**config.mk**
```make
export PLATFORM = sky130hd
export DESIGN_NAME = fdiv_stream
export DESIGN_NICKNAME = d
export VERILOG_FILES = /design/src/rtl/fpu_pkg.sv /design/src/rtl/fdiv_core.sv /design/src/rtl/finv.sv /design/src/rtl/fmul.sv /design/src/rtl/fdiv_stream.sv
export SDC_FILE = /design/constraint.sdc
export NUM_CORES = 2
export LEC_CHECK = 0
export ABC_CLOCK_PERIOD_IN_PS = 268500
export BUFFER_PORTS_ARGS = -buffer_cell sky130_fd_sc_hd__buf_2
export CORE_ASPECT_RATIO = 0.6
export CORE_MARGIN = 5
export CORE_UTILIZATION = 55
export CTS_CLUSTER_DIAMETER = 80
export CTS_CLUSTER_SIZE = 24
export DETAILED_ROUTE_END_ITERATION = 8
export HOLD_SLACK_MARGIN = 0.06
export PLACE_DENSITY = 0.79
export SYNTH_ARGS = -nofsm -noshare
export SYNTH_HDL_FRONTEND = slang
export SYNTH_SLANG_ARGS = --single-unit
export TNS_END_PERCENT = 100
```
**constraint.sdc**
```tcl
create_clock -name clk -period 268.5 [get_ports clk]
set_clock_uncertainty 0.1 [all_clocks]
set_input_delay 13.425 -clock clk [delete_from_list [all_inputs] [get_ports clk]]
set_output_delay 13.425 -clock clk [all_outputs]
set_load 0.02 [all_outputs]
```
**src/rtl/fpu_pkg.sv**
```systemverilog
// fpu_pkg: FP32 constants, zero test and the divider sideband carried down the pipe
package fpu_pkg;
  localparam logic [31:0] ONE = 32'h3f800000;
  localparam logic [31:0] QNAN = 32'h7fc00000;
  localparam logic [7:0] EXP_MAX = 8'hff;
  localparam int FDIV_CORE_LAT = 6;
  localparam int FDIV_TAG_MAX = 16;
  typedef struct packed {
    logic [FDIV_TAG_MAX-1:0] tag;
    logic dz;
    logic [31:0] dz_y;
  } fdiv_side_t;
  function automatic logic fp_is_zero(input logic [31:0] x);
    return (x & 32'h7f800000) == 32'd0;
  endfunction
endpackage

```
**src/rtl/fdiv_core.sv**
```systemverilog
// fdiv_core: x1 * finv(x2) with valid/sideband aligned to LAT, divide-by-zero override at the end
module fdiv_core #(
  parameter int TAG_W = 4,
  parameter int LAT = fpu_pkg::FDIV_CORE_LAT
) (
  input  logic              clk,
  input  logic              rstn,
  input  logic              in_valid,
  input  logic [31:0]       x1,
  input  logic [31:0]       x2,
  input  fpu_pkg::fdiv_side_t side,
  output logic              out_valid,
  output logic [31:0]       y,
  output logic [TAG_W-1:0]  tag,
  output logic              ovf,
  output logic              dz
);
  import fpu_pkg::*;
  logic [31:0] x1_q, x2_q, x1_d1, x1_d2, x1_d3, inv_y, mul_y;
  logic        mul_ovf;
  logic [LAT-1:0] v_q;
  fdiv_side_t  sd_q [LAT];
  always_ff @(posedge clk) begin
    x1_q <= x1;
    x2_q <= x2;
    x1_d1 <= x1_q;
    x1_d2 <= x1_d1;
    x1_d3 <= x1_d2;
    sd_q[0] <= side;
    for (int i = 1; i < LAT; i++) sd_q[i] <= sd_q[i-1];
  end
  always_ff @(posedge clk or negedge rstn)
    if (!rstn) v_q <= '0;
    else v_q <= {v_q[LAT-2:0], in_valid};
  // x1 waits three edges so it meets the reciprocal at the multiplier
  finv u_finv (.clk(clk), .x(x2_q), .y(inv_y));
  fmul u_fmul (.clk(clk), .a(x1_d3), .b(inv_y), .y(mul_y), .ovf(mul_ovf));
  assign out_valid = v_q[LAT-1];
  assign y = sd_q[LAT-1].dz ? sd_q[LAT-1].dz_y : mul_y;
  assign ovf = !sd_q[LAT-1].dz && mul_ovf;
  assign dz = sd_q[LAT-1].dz;
  assign tag = sd_q[LAT-1].tag[TAG_W-1:0];
endmodule

```
**src/rtl/finv.sv**
```systemverilog
// finv: 3-stage FP32 reciprocal, truncating, denormal results flushed to zero
module finv (
  input  logic        clk,
  input  logic [31:0] x,
  output logic [31:0] y
);
  import fpu_pkg::*;
  logic [31:0] x_q;
  logic        s_q;
  logic [7:0]  e_q;
  logic        exact_q;
  logic [22:0] q_q;
  logic [22:0] q;
  logic [9:0]  er;
  assign q = 23'(48'h8000_0000_0000 / {24'd0, 1'b1, x_q[22:0]});
  assign er = (exact_q ? 10'd254 : 10'd253) - {2'b0, e_q};
  always_ff @(posedge clk) begin
    x_q <= x;
    s_q <= x_q[31];
    e_q <= x_q[30:23];
    exact_q <= x_q[22:0] == 23'd0;
    q_q <= q;
    y <= e_q == 8'd0 ? {s_q, EXP_MAX, 23'd0} :
         (er[9] || er == 10'd0) ? {s_q, 31'd0} :
         {s_q, er[7:0], exact_q ? 23'd0 : q_q};
  end
endmodule

```
**src/rtl/fmul.sv**
```systemverilog
// fmul: 2-stage FP32 multiplier, truncating, flags exponent overflow
module fmul (
  input  logic        clk,
  input  logic [31:0] a,
  input  logic [31:0] b,
  output logic [31:0] y,
  output logic        ovf
);
  import fpu_pkg::*;
  logic        s_q;
  logic        z_q;
  logic [9:0]  e_q;
  logic [24:0] p_q;
  logic [9:0]  e;
  logic [22:0] frac;
  logic        zero;
  logic        big;
  assign e = e_q + {9'd0, p_q[24]};
  assign frac = p_q[24] ? p_q[23:1] : p_q[22:0];
  assign zero = z_q || e[9] || e == 10'd0;
  assign big = !zero && e >= 10'd255;
  always_ff @(posedge clk) begin
    s_q <= a[31] ^ b[31];
    z_q <= fp_is_zero(a) | fp_is_zero(b);
    e_q <= {2'b0, a[30:23]} + {2'b0, b[30:23]} - 10'd127;
    p_q <= 25'(({24'd0, 1'b1, a[22:0]} * {24'd0, 1'b1, b[22:0]}) >> 23);
    y <= zero ? {s_q, 31'd0} : big ? {s_q, EXP_MAX, 23'd0} : {s_q, e[7:0], frac};
    ovf <= big;
  end
endmodule

```
**src/rtl/fdiv_stream.sv**
```systemverilog
// fdiv_stream: flow-controlled FP32 divider; credits cover in-flight plus buffered results
module fdiv_stream #(
  parameter int TAG_W = 4,
  parameter int FIFO_DEPTH = 8,
  parameter int CORE_LAT = fpu_pkg::FDIV_CORE_LAT
) (
  input  logic             clk,
  input  logic             rstn,
  input  logic             in_valid,
  output logic             in_ready,
  input  logic             in_op,
  input  logic [31:0]      in_x1,
  input  logic [31:0]      in_x2,
  input  logic [TAG_W-1:0] in_tag,
  output logic             out_valid,
  input  logic             out_ready,
  output logic [31:0]      out_y,
  output logic [TAG_W-1:0] out_tag,
  output logic             out_ovf,
  output logic             out_dz
);
  import fpu_pkg::*;
  localparam int AW = $clog2(FIFO_DEPTH);
  logic [31:0]      x1, c_y;
  logic             accept, pop, c_valid, c_ovf, c_dz;
  logic [TAG_W-1:0] c_tag;
  fdiv_side_t       side;
  logic [AW:0]      reserved, wr_ptr, rd_ptr;
  logic [31:0]      mem_y [FIFO_DEPTH];
  logic [TAG_W-1:0] mem_tag [FIFO_DEPTH];
  logic             mem_ovf [FIFO_DEPTH];
  logic             mem_dz [FIFO_DEPTH];
  assign x1 = in_op ? ONE : in_x1;
  always_comb begin
    side.tag = FDIV_TAG_MAX'(in_tag);
    side.dz = fp_is_zero(in_x2);
    side.dz_y = fp_is_zero(x1) ? QNAN : {x1[31] ^ in_x2[31], EXP_MAX, 23'd0};
  end
  // depth is a power of two, so the counter MSB alone means "no credit left"
  assign in_ready = !reserved[AW];
  assign accept = in_valid && in_ready;
  assign out_valid = wr_ptr != rd_ptr;
  assign pop = out_valid && out_ready;
  fdiv_core #(.TAG_W(TAG_W), .LAT(CORE_LAT)) u_core (
    .clk(clk), .rstn(rstn), .in_valid(accept), .x1(x1), .x2(in_x2), .side(side),
    .out_valid(c_valid), .y(c_y), .tag(c_tag), .ovf(c_ovf), .dz(c_dz)
  );
  always_ff @(posedge clk or negedge rstn)
    if (!rstn) begin
      reserved <= '0;
      wr_ptr <= '0;
      rd_ptr <= '0;
    end else begin
      reserved <= reserved + {{AW{1'b0}}, accept} - {{AW{1'b0}}, pop};
      wr_ptr <= wr_ptr + {{AW{1'b0}}, c_valid};
      rd_ptr <= rd_ptr + {{AW{1'b0}}, pop};
    end
  always_ff @(posedge clk)
    if (c_valid) begin
      mem_y[wr_ptr[AW-1:0]] <= c_y;
      mem_tag[wr_ptr[AW-1:0]] <= c_tag;
      mem_ovf[wr_ptr[AW-1:0]] <= c_ovf;
      mem_dz[wr_ptr[AW-1:0]] <= c_dz;
    end
  assign out_y = out_valid ? mem_y[rd_ptr[AW-1:0]] : 32'd0;
  assign out_tag = out_valid ? mem_tag[rd_ptr[AW-1:0]] : '0;
  assign out_ovf = out_valid && mem_ovf[rd_ptr[AW-1:0]];
  assign out_dz = out_valid && mem_dz[rd_ptr[AW-1:0]];
endmodule
```
==> flow_summary_export.csv <==
group,metric,value,unit
timing,timing_max_transition_violations_final,0,
routing,first_iter_violations,10100,
worst_setup_path,slowest_delay,0.82,ns
grt,grt_antenna_before_repair,13,
grt,largest_net_degree_at_the_start_of_global_routing,65,
yosys,synth_area_per_cell,8.59,um^2
routing,postRouteWirelength,270000,um
grt,first_global_vias,69700,
timing,tns,0,ns
timing,fmax,0.00759,GHz
worst_setup_path,rr_startpoint,"u_core.u_finv.x_q[0]",
die,starting_utilization_of_the_core_area,55.6,%
final_layout,design.final.nets,10600,
die,floorplan.die_area,155000,um^2
worst_setup_path,critPathKind,"reg2reg",
timing,setup_violations,0,
worst_hold_path,holdCritPathClass,"reg2reg",
timing,min_period_over_period,49.1,%
grt,grt_pass1_wl,413000,um
timing,timing_hold_violations_final,0,
timing,relSlewSlack,17.7,%
clocking,numClockSinks,691,
routing,antenna_left,0,
yosys,synth-edff-count,304,
worst_setup_path,timing.critical_path.fanout_max,59,
run_status,run_status,"finished, final reports clean",
routing,detailroute.via_count,74100,
die,coreArea,145000,um^2
yosys,post_synth_top_area_cell,"sky130_fd_sc_hd__fa_1",
die,die_width,505,um
worst_setup_path,crit_top_cell,"sky130_fd_sc_hd__a21o_1",
clocking,clockRootBuffer,"sky130_fd_sc_hd__clkbuf_16",
clocking,tritoncts,"done",
clocking,worstSkewPairLatency,0.67,ns
worst_setup_path,cp.required,268.94,ns
worst_setup_path,critPathCaptureType,"register",
run,maxCapViolations,0,
worst_setup_path,critical_path.endpoint,"u_core.u_finv.q_q[0]",
final_layout,layout_stage_area_growth_over_the_synthesis_result,5.13,%
routing,vias_per_cell,6.55,
final_layout,layout.cells.non_filler,11300,
yosys,ys_seq_area_share,21.0,%
clocking,clk_pin_slew_worst_paths,0.09,ns
routing,routedWlPerCell,23.9,um
placement,buffer_ports.inserted,112,
yosys,synth_cells,9394,
yosys,synth_top_flop_cell,"sky130_fd_sc_hd__dfxtp_1",
final_layout,drive_above_1_share,7.14,%
grt,overflow,0,
die,design.portCount,113,
placement,placed_cells_incl_taps,11200,
timing,grt_setup_unrepaired,"no",
worst_setup_path,crit_slowest_cell,"sky130_fd_sc_hd__o41ai_1",
yosys,synth_area_leaders,"sky130_fd_sc_hd__fa_1 12%, sky130_fd_sc_hd__edfxtp_1 11%, sky130_fd_sc_hd__ha_1 11%",
placement,dpl.hpwl,211000,um
final_layout,fillerInstances,12400,
timing,tightest_slew,1.23,ns
clocking,h_tree_depth,2,
yosys,synthDominantCellAreaShare,12.0,%
placement,routability_congestion,1.05,
yosys,yosysUniqueCellTypes,136,
timing,hold-worst-slack,0.188,ns
clocking,cts-buffers-inserted,43,
clocking,cts_post_setup_buffers_inserted,0,
yosys,synth_async_sr_flop_share,2.60,%
worst_setup_path,startpoint,"u_core.u_finv.x_q[0]",
placement,dpl_worst_slack,141.06,ns
yosys,synth-warning-count,0,
die,die_boundary_height,307,um
final_layout,mostFrequentLayoutCells,"839 x sky130_fd_sc_hd__nand2_1, 784 x sky130_fd_sc_hd__nor2_1, 727 x sky130_fd_sc_hd__inv_1",
clocking,post_cts_hold_buffer_count,0,
worst_setup_path,worst_ep_arrival_time,132.25,ns
clocking,cts-resized-gates,0,
routing,drc_errors,0,
routing,drt_pass1_iterations,9,
worst_setup_path,regToRegSetupSlack,136.69,ns
timing,postLayoutSetupSlackWorst,136.69,ns
clocking,cts-root-to-sink-buffers,3,
worst_setup_path,worst_setup_path_start_kind,"register",
worst_setup_path,critical_path.reg2reg.endpoint,"u_core.u_finv.q_q[0]",
timing,min_period,131.81,ns
die,rows,108,
grt,global_route.usage.total,33.6,%
worst_setup_path,reg2regPathDepth,627,
final_layout,layout_commonest_cell,"sky130_fd_sc_hd__nand2_1",
yosys,syn_area,80700,um^2
yosys,synth.ff_latch_count,691,
-- critical path, delay by kind of cell (launching register included) --
family	cells	cell delay (ns)
compound gates	376	76.30
simple gates	173	31.79
buf+inv	43	11.06
fa+ha+maj	25	8.67
mux	9	2.82
flops	1	0.32
xor+xnor	1	0.19
-- registers in the layout, indices dropped and copies added, names as in the netlist, 23 cells and up --
register and cells:
u_core.x1_d2 32, u_core.u_fmul.y 32, u_core.x1_d1 32, u_core.x2_q 32
u_core.u_finv.y 32, u_core.sd_q 42, mem_tag 32, u_core.u_finv.x_q 32
u_core.u_finv.q_q 23, u_core.x1_q 32, mem_y 256, u_core.u_fmul.p_q 25
u_core.x1_d3 32
-- final cells by class --
cell class	count	area, um^2	area share [%]
flip-flops and latches	691	17000	20.0
clock inverters	18	367	0.432
repair buffers	238	1510	1.78
multi-input cells	7625	59700	70.3
clock buffers	59	1150	1.35
diodes	3	7.51	0.00885
inverters	742	2790	3.29
well taps	1925	2410	2.84
-- metal layers --
layer	vias up	share of wire [%]	global-route usage [%]
met5	-	0.054	0.453
met4	12	2.5	7.72
met3	484	14	9.39
met2	4611	39	45.8
met1	35700	45	52.1
li1	33300	-	-
-- worst min-delay path by stage --
| stage | depth (start not counted) | to | slack, ns | from |
|---|---|---|---|---|
| floorplan | 0 | u_core.sd_q[1][22] | 0.21 | u_core.sd_q[0][22] |
| global placement | 0 | u_core.x1_d2[21] | 0.21 | u_core.x1_d1[21] |
| detailed placement | 0 | u_core.sd_q[4][31] | 0.21 | u_core.sd_q[3][31] |
| CTS | 0 | u_core.u_finv.x_q[6] | 0.17 | u_core.x2_q[6] |
| global route | 0 | u_core.u_finv.x_q[6] | 0.19 | u_core.x2_q[6] |
| finish | 0 | u_core.u_finv.x_q[6] | 0.19 | u_core.x2_q[6] |
-- Yosys cell counts (18+ instances only) --
library cell and count:
sky130_fd_sc_hd__mux4_2 76, sky130_fd_sc_hd__nor3_1 171, sky130_fd_sc_hd__or2_2 60, sky130_fd_sc_hd__and4_1 40
sky130_fd_sc_hd__nor2_1 789, sky130_fd_sc_hd__ha_1 724, sky130_fd_sc_hd__inv_1 727, sky130_fd_sc_hd__a31oi_1 61
sky130_fd_sc_hd__a21boi_0 52, sky130_fd_sc_hd__buf_2 45, sky130_fd_sc_hd__a21oi_1 637, sky130_fd_sc_hd__or3_1 47
sky130_fd_sc_hd__a21o_1 362, sky130_fd_sc_hd__dfrtp_1 18, sky130_fd_sc_hd__o22ai_1 20, sky130_fd_sc_hd__nor3b_1 29
sky130_fd_sc_hd__o2111ai_1 18, sky130_fd_sc_hd__a221oi_1 19, sky130_fd_sc_hd__edfxtp_1 304, sky130_fd_sc_hd__fa_1 484
sky130_fd_sc_hd__nand2_1 839, sky130_fd_sc_hd__a311oi_1 19, sky130_fd_sc_hd__and2_1 347, sky130_fd_sc_hd__xnor2_1 400
sky130_fd_sc_hd__nor2b_1 121, sky130_fd_sc_hd__xor2_1 157, sky130_fd_sc_hd__o21bai_1 48, sky130_fd_sc_hd__nor4_1 53
sky130_fd_sc_hd__nand3_1 178, sky130_fd_sc_hd__o21ai_1 32, sky130_fd_sc_hd__and3_1 78, sky130_fd_sc_hd__dfxtp_1 369
sky130_fd_sc_hd__nand4_1 129, sky130_fd_sc_hd__o211ai_1 53, sky130_fd_sc_hd__nand2b_1 179, sky130_fd_sc_hd__o21a_1 94
sky130_fd_sc_hd__o31ai_1 137, sky130_fd_sc_hd__or4_1 24, sky130_fd_sc_hd__clkbuf_1 238, sky130_fd_sc_hd__a211oi_1 61
sky130_fd_sc_hd__mux2i_1 117, sky130_fd_sc_hd__mux2_2 77, sky130_fd_sc_hd__o21ai_0 432, sky130_fd_sc_hd__buf_1 47
-- metrics by stage --
step	utilization, %	cell area [um^2]
after floorplan	-	80700
after global placement	57.4	83300
after detailed placement	57.4	83300
after CTS	58.4	84900
after global routing	58.4	84900
final	58.4	84900
-- kinds of logic after synthesis --
| logic type | after synthesis | share of synthesized area [%] |
|---|---|---|
| xor gates and xnor gates | 566 | 6.25 |
| adders and majority gates | 1208 | 23.2 |
| buffers and inverters | 1087 | 5.22 |
| other | 1 | 0.00465 |
| AOI/OAI and AO/OA | 2349 | 19.3 |
| muxes | 290 | 4.96 |
| and+or+nand+nor | 3202 | 20.0 |
| DFF | 691 | 21.0 |
Power is left out: the tool's default activity adds up to more than one toggle a clock period on the data nets, which glitch-free logic cannot reach.
